**src/rtl/game_pkg.sv**
```systemverilog
// Shared constants for the score path: FSM state encoding, default timings,
// and the saturating event-tally helper.
package game_pkg;

  localparam int unsigned STATE_W = 2;

  localparam logic [STATE_W-1:0] DISABLED     = 2'd0;
  localparam logic [STATE_W-1:0] ARMED        = 2'd1;
  localparam logic [STATE_W-1:0] LOCKOUT      = 2'd2;
  localparam logic [STATE_W-1:0] WAIT_RELEASE = 2'd3;

  // 10 ms debounce and 50 ms lockout at a 50 MHz clock
  localparam int unsigned DEBOUNCE_10MS = 500000;
  localparam int unsigned LOCKOUT_50MS  = 2500000;

  localparam int unsigned EVT_W = 8;

  // Increment that sticks at all-ones instead of wrapping
  function automatic logic [EVT_W-1:0] sat_inc(input logic [EVT_W-1:0] v);
    return (v == {EVT_W{1'b1}}) ? v : v + EVT_W'(1);
  endfunction

endpackage

```
**src/rtl/score_pulse_gen_if.sv**
```systemverilog
// Hit input / score output bundle between the button front end and the counter.
interface score_pulse_gen_if;
  import game_pkg::*;

  logic             hit_raw;
  logic             game_en;
  logic             score_update;
  logic             score_en;
  logic             armed;
  logic [EVT_W-1:0] event_total;

  modport master (
    output hit_raw, game_en,
    input  score_update, score_en, armed, event_total
  );

  modport slave (
    input  hit_raw, game_en,
    output score_update, score_en, armed, event_total
  );
endinterface

```
**src/rtl/input_debouncer.sv**
```systemverilog
// Two-flop synchroniser plus stable-interval debounce for one button level.
module input_debouncer #(
  parameter int unsigned DEBOUNCE_CYCLES = 500000,
  parameter int unsigned CNT_W           = 22
) (
  input  logic clk,
  input  logic rst,
  input  logic btn_raw,
  output logic btn_db
);

  localparam logic [CNT_W-1:0] DB_LAST = CNT_W'(DEBOUNCE_CYCLES - 1);

  logic             s1;
  logic             btn_sync;
  logic [CNT_W-1:0] db_cnt;

  // Bring the asynchronous level into the clock domain
  always_ff @(posedge clk) begin
    if (!rst) begin
      s1       <= 1'b0;
      btn_sync <= 1'b0;
    end else begin
      s1       <= btn_raw;
      btn_sync <= s1;
    end
  end

  // Flip the clean level only after the synced level differs for the full interval
  always_ff @(posedge clk) begin
    if (!rst) begin
      db_cnt <= '0;
      btn_db <= 1'b0;
    end else if (btn_sync == btn_db) begin
      db_cnt <= '0;
    end else if (db_cnt == DB_LAST) begin
      btn_db <= btn_sync;
      db_cnt <= '0;
    end else begin
      db_cnt <= db_cnt + CNT_W'(1);
    end
  end

endmodule

```
**src/rtl/score_pulse_gen.sv**
```systemverilog
// Converts a debounced hit into one clean score pulse per press, with a
// post-pulse lockout, game-enable gating and a saturating pulse tally.
module score_pulse_gen
  import game_pkg::*;
#(
  parameter int unsigned DEBOUNCE_CYCLES = DEBOUNCE_10MS,
  parameter int unsigned LOCKOUT_CYCLES  = LOCKOUT_50MS,
  parameter int unsigned CNT_W           = 22
) (
  input logic               clk,
  input logic               rst,
  score_pulse_gen_if.slave  bus
);

  localparam logic [CNT_W-1:0] LOCK_LAST = CNT_W'(LOCKOUT_CYCLES - 1);

  logic               hit_db;
  logic               hit_db_q;
  logic               rise;
  logic [STATE_W-1:0] state;
  logic [STATE_W-1:0] state_nxt;
  logic [CNT_W-1:0]   lock_cnt;
  logic [CNT_W-1:0]   lock_nxt;
  logic               pulse_nxt;
  logic [EVT_W-1:0]   total_nxt;
  logic               score_update_q;
  logic               score_en_q;
  logic               armed_q;
  logic [EVT_W-1:0]   event_total_q;

  input_debouncer #(
    .DEBOUNCE_CYCLES (DEBOUNCE_CYCLES),
    .CNT_W           (CNT_W)
  ) u_hit_db (
    .clk     (clk),
    .rst     (rst),
    .btn_raw (bus.hit_raw),
    .btn_db  (hit_db)
  );

  assign rise = hit_db & ~hit_db_q;

  // Next state, lockout count, pulse request and tally update
  always_comb begin
    state_nxt = state;
    lock_nxt  = lock_cnt;
    pulse_nxt = 1'b0;
    total_nxt = event_total_q;
    if (!bus.game_en) begin
      state_nxt = DISABLED;
      lock_nxt  = '0;
    end else begin
      case (state)
        DISABLED: begin
          // a button already held at game start must be released first
          state_nxt = hit_db ? WAIT_RELEASE : ARMED;
        end
        ARMED: begin
          if (rise) begin
            pulse_nxt = 1'b1;
            state_nxt = LOCKOUT;
            lock_nxt  = '0;
            total_nxt = sat_inc(event_total_q);
          end
        end
        LOCKOUT: begin
          if (lock_cnt == LOCK_LAST) begin
            state_nxt = WAIT_RELEASE;
            lock_nxt  = '0;
          end else begin
            lock_nxt = lock_cnt + CNT_W'(1);
          end
        end
        WAIT_RELEASE: begin
          if (!hit_db) state_nxt = ARMED;
        end
        default: state_nxt = DISABLED;
      endcase
    end
  end

  // State and registered outputs; status flags lag the state by one cycle
  always_ff @(posedge clk) begin
    if (!rst) begin
      state          <= DISABLED;
      lock_cnt       <= '0;
      hit_db_q       <= 1'b0;
      score_update_q <= 1'b0;
      score_en_q     <= 1'b0;
      armed_q        <= 1'b0;
      event_total_q  <= '0;
    end else begin
      state          <= state_nxt;
      lock_cnt       <= lock_nxt;
      hit_db_q       <= hit_db;
      score_update_q <= pulse_nxt;
      score_en_q     <= (state != DISABLED);
      armed_q        <= (state == ARMED);
      event_total_q  <= total_nxt;
    end
  end

  assign bus.score_update = score_update_q;
  assign bus.score_en     = score_en_q;
  assign bus.armed        = armed_q;
  assign bus.event_total  = event_total_q;

endmodule

```
**src/flat_wrapper.sv**
```systemverilog
// flat-port wrapper written by rule: the top's interface ports become plain ports
module score_pulse_gen_flat import game_pkg::*;
#(
  parameter int unsigned DEBOUNCE_CYCLES = DEBOUNCE_10MS,
  parameter int unsigned LOCKOUT_CYCLES  = LOCKOUT_50MS,
  parameter int unsigned CNT_W           = 22
)
  (clk, rst, bus_hit_raw, bus_game_en, bus_score_update, bus_score_en, bus_armed, bus_event_total);
  score_pulse_gen_if bus_i ();
  input logic clk;
  input logic rst;
  input wire logic [$bits(bus_i.hit_raw)-1:0] bus_hit_raw;
  input wire logic [$bits(bus_i.game_en)-1:0] bus_game_en;
  output wire logic [$bits(bus_i.score_update)-1:0] bus_score_update;
  output wire logic [$bits(bus_i.score_en)-1:0] bus_score_en;
  output wire logic [$bits(bus_i.armed)-1:0] bus_armed;
  output wire logic [$bits(bus_i.event_total)-1:0] bus_event_total;
  assign bus_i.hit_raw = bus_hit_raw;
  assign bus_i.game_en = bus_game_en;
  assign bus_score_update = bus_i.score_update;
  assign bus_score_en = bus_i.score_en;
  assign bus_armed = bus_i.armed;
  assign bus_event_total = bus_i.event_total;
  score_pulse_gen #(.DEBOUNCE_CYCLES(DEBOUNCE_CYCLES), .LOCKOUT_CYCLES(LOCKOUT_CYCLES), .CNT_W(CNT_W)) u_core (.clk(clk), .rst(rst), .bus(bus_i));
endmodule
```
**config.mk**
```make
export PLATFORM = sky130hd
export DESIGN_NAME = score_pulse_gen_flat
export DESIGN_NICKNAME = d
export VERILOG_FILES = /design/src/rtl/game_pkg.sv /design/src/rtl/score_pulse_gen_if.sv /design/src/rtl/input_debouncer.sv /design/src/rtl/score_pulse_gen.sv /design/src/flat_wrapper.sv
export SDC_FILE = /design/constraint.sdc
export NUM_CORES = 1
export LEC_CHECK = 0
export CELL_PAD_IN_SITES_DETAIL_PLACEMENT = 0
export CELL_PAD_IN_SITES_GLOBAL_PLACEMENT = 1
export CORE_ASPECT_RATIO = 0.9
export CORE_MARGIN = 5
export CORE_UTILIZATION = 35
export DETAILED_ROUTE_END_ITERATION = 6
export HOLD_SLACK_MARGIN = 0.02
export PLACE_DENSITY = 0.63
export SYNTH_ARGS = -nofsm -noshare
export SYNTH_HDL_FRONTEND = slang
export SYNTH_SLANG_ARGS = --single-unit
```
**constraint.sdc**
```tcl
create_clock -name clk -period 3.2 [get_ports clk]
set_input_delay 0.48 -clock clk [delete_from_list [all_inputs] [get_ports clk]]
set_output_delay 0.48 -clock clk [all_outputs]
set_load 0.01 [all_outputs]
```
* Word level (Yosys, flattened, before mapping)
Index checks and enable logic that the tools add are counted.
W data, S select, Z words.
** Cells by class
- Add/sub/neg operators :: 3
- $mul :: 0
- Div/mod/pow operators :: 0
- $lt $le $gt $ge :: 0
- Eq/ne operators :: 10
- Shift-type cells :: 0
- Multiplexer cells :: 9
- Bitwise gates (word level) :: 5
- Reduce and logical (&&, ||, !) cells :: 10
** Operators by type and width (number)
- $add A22 B1 Y22 const B :: 2
- $mux W22 :: 2
- $pmux W22 S2 :: 1
- $eq A22 B19 Y1 const B :: 1
- $eq A22 B22 Y1 const B :: 1
- $add A8 B1 Y8 const B :: 1
- $eq A8 B8 Y1 const B :: 1
- $mux W2 :: 4
- $pmux W2 S4 :: 1
- $reduce_and A2 Y1 :: 3
- $reduce_and A3 Y1 :: 2
- $eq A2 B2 Y1 const B :: 2
- $ne A2 B1 Y1 const B :: 2
- $not A1 Y1 :: 4
- $reduce_and A4 Y1 :: 1
- $reduce_bool A2 Y1 :: 2
- $reduce_or A3 Y1 :: 1
- $eq A2 B1 Y1 const B :: 1
- $logic_not A2 Y1 :: 1
- $ne A2 B2 Y1 const B :: 1
- $and A1 B1 Y1 :: 1
- $eq A1 B1 Y1 :: 1
- $mux W1 :: 1
** Word-level totals
- Flip-flop bits (word level) :: 61
- Latch bits :: 0
- Bits in writable memories :: 0
- Memory bits (read-only) :: 0
- Input port bits :: 4
- Output and inout bits :: 11
- Memories kept :: 0

* Longest topological paths before layout
Gate-level depths: netlist of the first run.
- Depth in word-level cells :: 4
- Mapped depth :: 9

* Hierarchy
A second synthesis of the first run with hierarchy kept.
** Unflattened totals
- Cell total of the unflattened synthesis :: 321
- Area, all modules :: 2911.5 um^2
** By module, submodules not included
- score_pulse_gen :: times used 1, cells an instance 194, area an instance 1799.2 um^2
- input_debouncer :: times used 1, cells an instance 127, area an instance 1112.3 um^2

* Worst setup path after synthesis of the first run
OpenSTA, ideal clock, no wires.
- Path kind :: flip-flop to flip-flop
- From :: register u_core.state[0]
- To :: register u_core.lock_cnt[20]
- Library setup time :: 0.070 ns
- Arrival time :: 2.012 ns
- Required time :: 3.130 ns
- Path slack :: 1.118 ns
- Cell stages (with the launch flop) :: 7
- Clock period less this slack :: 2.082 ns
- Cells stage by stage :: dfxtp_1 > inv_1 > ha_1 > o21ai_4 > or4_4 > or4_1 > a21oi_1
** Between the ends
- Cells in the longest elaborated chain, start to end :: 3
- Elaborated cells on any way between the ends :: 6
- Those cells by class :: eq/ne (3); mux (1); reduce/logical (2)
** Ends and longest elaborated chain
- from (decl) :: line score_pulse_gen.sv:20 : logic [STATE_W-1:0] state;
- from (signal assigned) :: line score_pulse_gen.sv:93 : state <= state_nxt;
- $eq A2 B1 Y1 / $eq A2 B2 Y1 (equally long branches) :: line score_pulse_gen.sv:53 : case (state)
- $ne A2 B1 Y1 (no source line) / $reduce_bool A2 Y1 (equally long branches)
- $reduce_and A2 Y1 (no source line)
- to (signal assigned) :: line score_pulse_gen.sv:94 : lock_cnt <= lock_nxt;
- to (decl) :: line score_pulse_gen.sv:22 : logic [CNT_W-1:0] lock_cnt;
Parallel ways exist; a longest one is shown, timed or not.
A chain may end at the register's enable or synchronous reset.

* Worst setup path in the final report of the first run
- From :: register u_core.state[0]
- To :: register u_core.lock_cnt[18]
The elaborated chain is that of the path after synthesis.

==> impl_metrics.yaml, run 1 <==
setup_path:
  critPathCaptureType: "flip-flop"
  crit_type: "reg2reg"
  arrival_ns: 2.59
  cpPeakStageDelay_ns: 0.80
  path_cells: "inv_1 -> ha_1 -> nand4_1 -> a2111oi_0 -> nand4_1 -> xor2_1 -> nor2_1"
  worst_path_max_delay_cell: "a2111oi_0"
  required_ns: 3.40
  crit_top_cell: "nand4_1"
  startpoint_type: "flip-flop"
  cp_max_fo: 6
routing:
  wirelength_um: 6140
  drt_iter0_drc: 86
  vias: 2320
  ant_nets: 0
  wl_per_cell_um: 13.4
  first_pass_iters: 4
  vias_per_cell: 5.08
  drc: 0
timing:
  fmax_mhz: 419
  setup_viol: 0
  rsz0062_at_grt: "false"
  slew_headroom_pct: 31.8
  finalCritPeriodShare_pct: 74.6
  maxSlewViolCount: 0
  worst_pin_slew_ns: 0.997
  hold_viol_final: 0
  skew_ns: 0.00917
  period_needed_ns: 2.39
  fin_setup_tns_ns: 0
power:
  power.leakage_nw: 1.14
  p_total_w: 0.00155
  power-per-cell-area_mw_per_mm2: 462
  worst_ir_drop_vdd_mv: 0.233
cts:
  clk_latency_ns: 0.33
  cts_tree: "done"
  cts_sinks: 61
  clk_pin_slew_worst_paths_ns: 0.07
  numCtsBuffers: 9
  cts_buffer_depth: 2
  holdBufCountCts: 0
  post-cts-setup-buffers: 0
  root_buffer: "clkbuf_8"
  cts_htree_levels: 3
  post_cts_resized: 0
global_route:
  grtUsageTotal_pct: 12.8
  grt_overflow: 0
  grt_start_max_net_pins: 23
  grt_pass1_wl_um: 10300
  first_global_vias: 2142
  antenna_found_initial: 0
placed_design:
  place.gp.congestion: 0.783
  dp_hpwl_um: 4240
  io_buffers: 14
floorplan:
  fp.dieW_um: 106
  die_area_mm2: 0.0102
  die_h_um: 96.4
  initial_core_util_pct: 36.0
  boundaryPins: 15
  core-area_mm2: 0.00807
  rows: 31
final_layout:
  layout.nets: 367
  layout_common_cells: "61 x dfxtp_1, 48 x nor2_1, 23 x nand3_1, 23 x xor2_1, 22 x nand2_1"
  diodes: 0
  area_growth_pct: 15.3
  layout_commonest_cell: "dfxtp_1"
  post_route_cells_drive_above_1_share_pct: 5.59
logic_synthesis:
  async_flop_share_pct: 0
  synth_seq_cells: 61
  avgSynthCellArea_um2: 8.67
  synth_fp_nets: 349
  ys.flop_type: "dfxtp_1"
  syn_area_mm2: 0.00290
  synth_edf_count: 0
  yosys.cell_types.count: 44
  ys_seq_area_share_pct: 42.1
  yosysTopAreaCell: "dfxtp_1"
  synth_warnings: 0
  yosysTopAreaCellShare_pct: 42.1
  synth_area_leaders: "dfxtp_1 42%, xor2_1 6.9%, nor2_1 6.2%"
  netlist_instances: 335
hold_path:
  min_path_type: "reg2reg"
flow_run:
  cap_violations: 0
status:
  status: "finished, final reports clean"
[stage by stage]
| stage | std cells | hold slack (ns) | util, % | cell area (um^2) | worst slack, ns |
|---|---|---|---|---|---|
| 6_report | 457 | 0.441 | 41.5 | 3350 | 0.813 |
| 5_1_grt | 457 | 0.464 | 41.5 | 3350 | 0.552 |
| 4_1_cts | 457 | 0.452 | 41.5 | 3350 | 0.787 |
| 3_5_place_dp | 441 | 0.434 | 39.0 | 3140 | 0.805 |
| 3_3_place_gp | 441 | 0.440 | 39.0 | 3140 | 0.782 |
| 2_1_floorplan | 335 | 0.412 | - | 2900 | 1.12 |
[final cells by class]
cell class	count	area (um^2)
fillers	826	4720
multi-input cells	255	1610
flip-flops and latches	61	1220
clock buffers	13	159
repair buffers	16	155
well taps	99	124
clock inverters	3	43.8
inverters	10	37.5
[critical path, delay by kind of cell, from the launching register on]
family	cells	cell delay, ns
compound gates	1	0.80
fa+ha+maj	1	0.43
flops	1	0.38
simple gates	3	0.37
xor+xnor	1	0.17
buf+inv	1	0.11
[cells by family (layout without fill, tap and decap cells)]
group           count (synthesis)  in the layout  synth area share [%]
simple gates                  170            170                  30.4
fa+ha+maj                      10             10                  4.31
compound gates                 31             31                  7.24
mux                             2              2                 0.690
xor+xnor                       42             42                  12.7
buf+inv                        19             42                  2.63
flops                          61             61                  42.1
[power breakdown]
| part | switching [W] | leakage, nW | internal, W | total, W |
|---|---|---|---|---|
| sequential | 0.00000336 | 0.492 | 0.000764 | 0.000768 |
| combinational | 0.0000485 | 0.545 | 0.0000277 | 0.0000762 |
| clock | 0.000298 | 0.104 | 0.000403 | 0.000701 |
| total | 0.000350 | 1.14 | 0.00120 | 0.00155 |
[final timing paths]
kind | startpoint | endpoint | slack [ns] | depth (start not counted)
worst min-delay path | u_core.u_hit_db.s1 | u_core.u_hit_db.btn_sync | 0.44 | 1
worst min register to register | u_core.u_hit_db.s1 | u_core.u_hit_db.btn_sync | 0.44 | 1
worst max-delay path | u_core.state[0] | u_core.lock_cnt[18] | 0.81 | 7
worst max register to register | u_core.state[0] | u_core.lock_cnt[18] | 0.81 | 7
[sequential cells by signal, summed over array words and instances (netlist names)]
| name | flops |
|---|---|
| u_core.lock_cnt | 22 |
| u_core.bus.score_en | 1 |
| u_core.bus.score_update | 1 |
| u_core.bus.event_total | 8 |
| u_core.state | 2 |
| u_core.u_hit_db.btn_db | 1 |
| u_core.bus.armed | 1 |
| u_core.u_hit_db.db_cnt | 22 |
| u_core.u_hit_db.btn_sync | 1 |
| u_core.u_hit_db.s1 | 1 |
| u_core.hit_db_q | 1 |
[Yosys cell counts, drive strengths merged, types with 2 or more instances]
master / instances
dfxtp: 61
nor2: 48
nand3: 23
xor2: 23
nand2: 22
xnor2: 19
nand4: 18
a21oi: 12
nor3: 12
and2: 11
ha: 10
inv: 10
clkbuf: 8
and3: 7
o21ai: 7
and4: 5
nor4: 5
a21boi: 3
nand2b: 3
nor2b: 3
or3: 3
or4: 3
a2111oi: 2
mux2i: 2
nand3b: 2
nor4b: 2
[routing by layer]
metal	track usage [%]	up-vias	wire [um]
li1	-	1204	-
met1	16.7	1073	3150
met2	19.9	41	2710
met3	4.58	2	247
met4	4.21	0	37
met5	0	-	0
Note: power is estimated with default switching activity, not from simulation.
==> inputs of run 2 (changes only) <==
- PLACE_DENSITY: 0.63 -> 0.66
- clock period: 3.2 -> 2.16 ns (I/O delays scaled with it)
==> run 2 against run 1 <==
  * Non-clock buffer count rose by 20
  * Clock skew rose by 0.0020 ns
  * Maximum frequency up 18%
  * Largest power group unchanged
  * Critical path depth decreased by 1
  * First-iteration DRC count is 1.2% lower
  * Final cell count up 4.4%
  * Worst setup slack got worse by 0.67 ns
  * Flip-flop and latch count unchanged
  * Total power rose by 43%
==> impl_metrics.yaml, run 2 (same netlist as run 1, synthesis figures left out) <==
setup_path:
  required_ns: 2.43
  rrSetupSlack_ns: 0.15
  crit_type: "reg2reg"
  cpPeakStageDelay_ns: 0.54
  worst_path_max_delay_cell: "or4_4"
  r2r_start: "u_core.state[1]"
  path_delay_family: "simple AND/OR/NAND/NOR gates"
  reg2reg_depth: 6
  critPathCaptureType: "flip-flop"
  endpoint: "u_core.lock_cnt[20]"
  reg2reg_to: "u_core.lock_cnt[20]"
  startpoint_type: "flip-flop"
  cp_max_fo: 5
  arrival_ns: 2.29
  critPathLaunch: "u_core.state[1]"
  path_cells: "inv_1 -> ha_4 -> o21ai_4 -> or4_4 -> or4_1 -> a21oi_1"
  cp.depth: 6
  worst-path-buf-inv: 1
power:
  p_switching_w: 0.000534
  comb_power_share_pct: 6.4
  p_sw_share_pct: 24.2
  p_total_w: 0.00221
  p_seq_share_pct: 51.5
  intPower_w: 0.00167
  clkPwrFrac_pct: 42.1
  power.leakage_nw: 1.24
  worst_ir_drop_vdd_mv: 0.284
  power-per-cell-area_mw_per_mm2: 626
floorplan:
  initial_core_util_pct: 36.0
  die_h_um: 96.4
  fp.dieW_um: 106
  core-area_mm2: 0.00807
  boundaryPins: 15
  die_area_mm2: 0.0102
  rows: 31
global_route:
  grtUsageTotal_pct: 13.0
  grt_pass1_wl_um: 10600
  first_global_vias: 2230
  antenna_found_initial: 0
  grt_start_max_net_pins: 23
  grt_overflow: 0
timing:
  worst_pin_slew_ns: 0.598
  finalCritPeriodShare_pct: 93.3
  hold_viol_final: 0
  slew_headroom_pct: 59.9
  period_needed_ns: 2.01
  fin_setup_tns_ns: 0
  setup_viol: 0
  maxSlewViolCount: 0
  skew_ns: 0.0112
  fmax_mhz: 496
  rsz0062_at_grt: "false"
routing:
  drt_iter0_drc: 85
  vias_per_cell: 5.01
  wl_per_cell_um: 13.0
  wirelength_um: 6190
  vias: 2392
  ant_nets: 0
  drc: 0
  first_pass_iters: 4
final_layout:
  layout_commonest_cell: "dfxtp_1"
  fillers: 830
  layout_common_cells: "61 x dfxtp_1, 48 x nor2_1, 23 x nand3_1, 23 x xor2_1, 22 x nand2_1"
  diodes: 0
  layout.nets: 387
  area_growth_pct: 21.5
  post_route_cells_drive_above_1_share_pct: 12.4
cts:
  root_buffer: "clkbuf_8"
  cts_sinks: 61
  numCtsBuffers: 9
  clk_latency_ns: 0.34
  cts_htree_levels: 3
  cts_tree: "done"
  clk_pin_slew_worst_paths_ns: 0.07
  holdBufCountCts: 0
  cts_buffer_depth: 2
status:
  status: "finished, final reports clean"
placed_design:
  io_buffers: 14
  place.gp.congestion: 0.780
  dp_hpwl_um: 4500
hold_path:
  min_path_type: "reg2reg"
  min_from: "u_core.u_hit_db.s1"
flow_run:
  cap_violations: 0
run 2: cell types whose count changed in the layout (fill, tap and decap cells not counted), moves of 2 or more:
cell      change
nor4_1        -2
ha_1          -2
nor4_2        +2
buf_4        +19
clkbuf_1      -2
run 2: worst reg2reg max path, stage by stage (launching register included):
cell	delay, ns
dfxtp_1	0.36
inv_1	0.13
ha_4	0.32
o21ai_4	0.05
or4_4	0.54
or4_1	0.41
a21oi_1	0.14
run 2: metrics by stage:
stage | utilization [%] | setup WS [ns] | hold slack [ns] | cells | area, um^2
2_1_floorplan | - | 0.0783 | 0.412 | 335 | 2900
5_1_grt | 43.7 | 0.0237 | 0.469 | 477 | 3530
3_3_place_gp | 40.9 | 0.0735 | 0.433 | 460 | 3300
6_report | 43.7 | 0.145 | 0.443 | 477 | 3530
3_5_place_dp | 40.9 | 0.0501 | 0.430 | 460 | 3300
4_1_cts | 43.2 | 0.0130 | 0.454 | 476 | 3480
run 2: layout make-up:
| class | count | area [um^2] | area share (%) |
|---|---|---|---|
| well taps | 99 | 124 | 3.51 |
| multi-input cells | 255 | 1640 | 46.5 |
| repair buffers | 36 | 318 | 9.01 |
| clock buffers | 11 | 151 | 4.29 |
| clock inverters | 5 | 35.0 | 0.994 |
| inverters | 10 | 37.5 | 1.06 |
| flip-flops and latches | 61 | 1220 | 34.6 |
run 2: metal layers:
metal | routed length, um | GRT usage [%] | up-vias | part of all wire [%]
li1 | - | - | 1249 | -
met1 | 3280 | 17.5 | 1114 | 53
met2 | 2610 | 19.7 | 23 | 42
met3 | 226 | 4.58 | 6 | 3.7
met4 | 77 | 3.56 | 0 | 1.2
met5 | 0 | 0 | - | 0
run 2: timing repair:
item                                    4_1_cts  5_1_grt
endpoints found under the setup margin        0        7
resized for setup                             0        7
setup buffers                                 0        1
run 2: power groups by stage:
stage	combinational [W]	sequential (W)	clock, W
5_1_grt	0.000158	0.00114	0.00102
3_5_place_dp	0.000135	0.00116	0
4_1_cts	0.000136	0.00114	0.000977
6_report	0.000141	0.00114	0.000930
3_3_place_gp	0.000137	0.00116	0
2_1_floorplan	0.0000710	0.00116	0
run 2: worst min-delay path by stage:
stage / end / cells after the start / slack [ns]
after floorplan: u_core.u_hit_db.btn_sync / 1 / 0.41
final: u_core.u_hit_db.btn_sync / 1 / 0.44
after detailed placement: u_core.u_hit_db.btn_sync / 1 / 0.43
after global routing: u_core.u_hit_db.btn_sync / 1 / 0.47
after CTS: u_core.u_hit_db.btn_sync / 1 / 0.45
after global placement: u_core.u_hit_db.btn_sync / 1 / 0.43
==> inputs of run 3 (changes only) <==
- SLEW_MARGIN: not set -> 20
==> results of run 3 <==
Same layout as run 2: the final DEF is identical, and so are final timing and power.
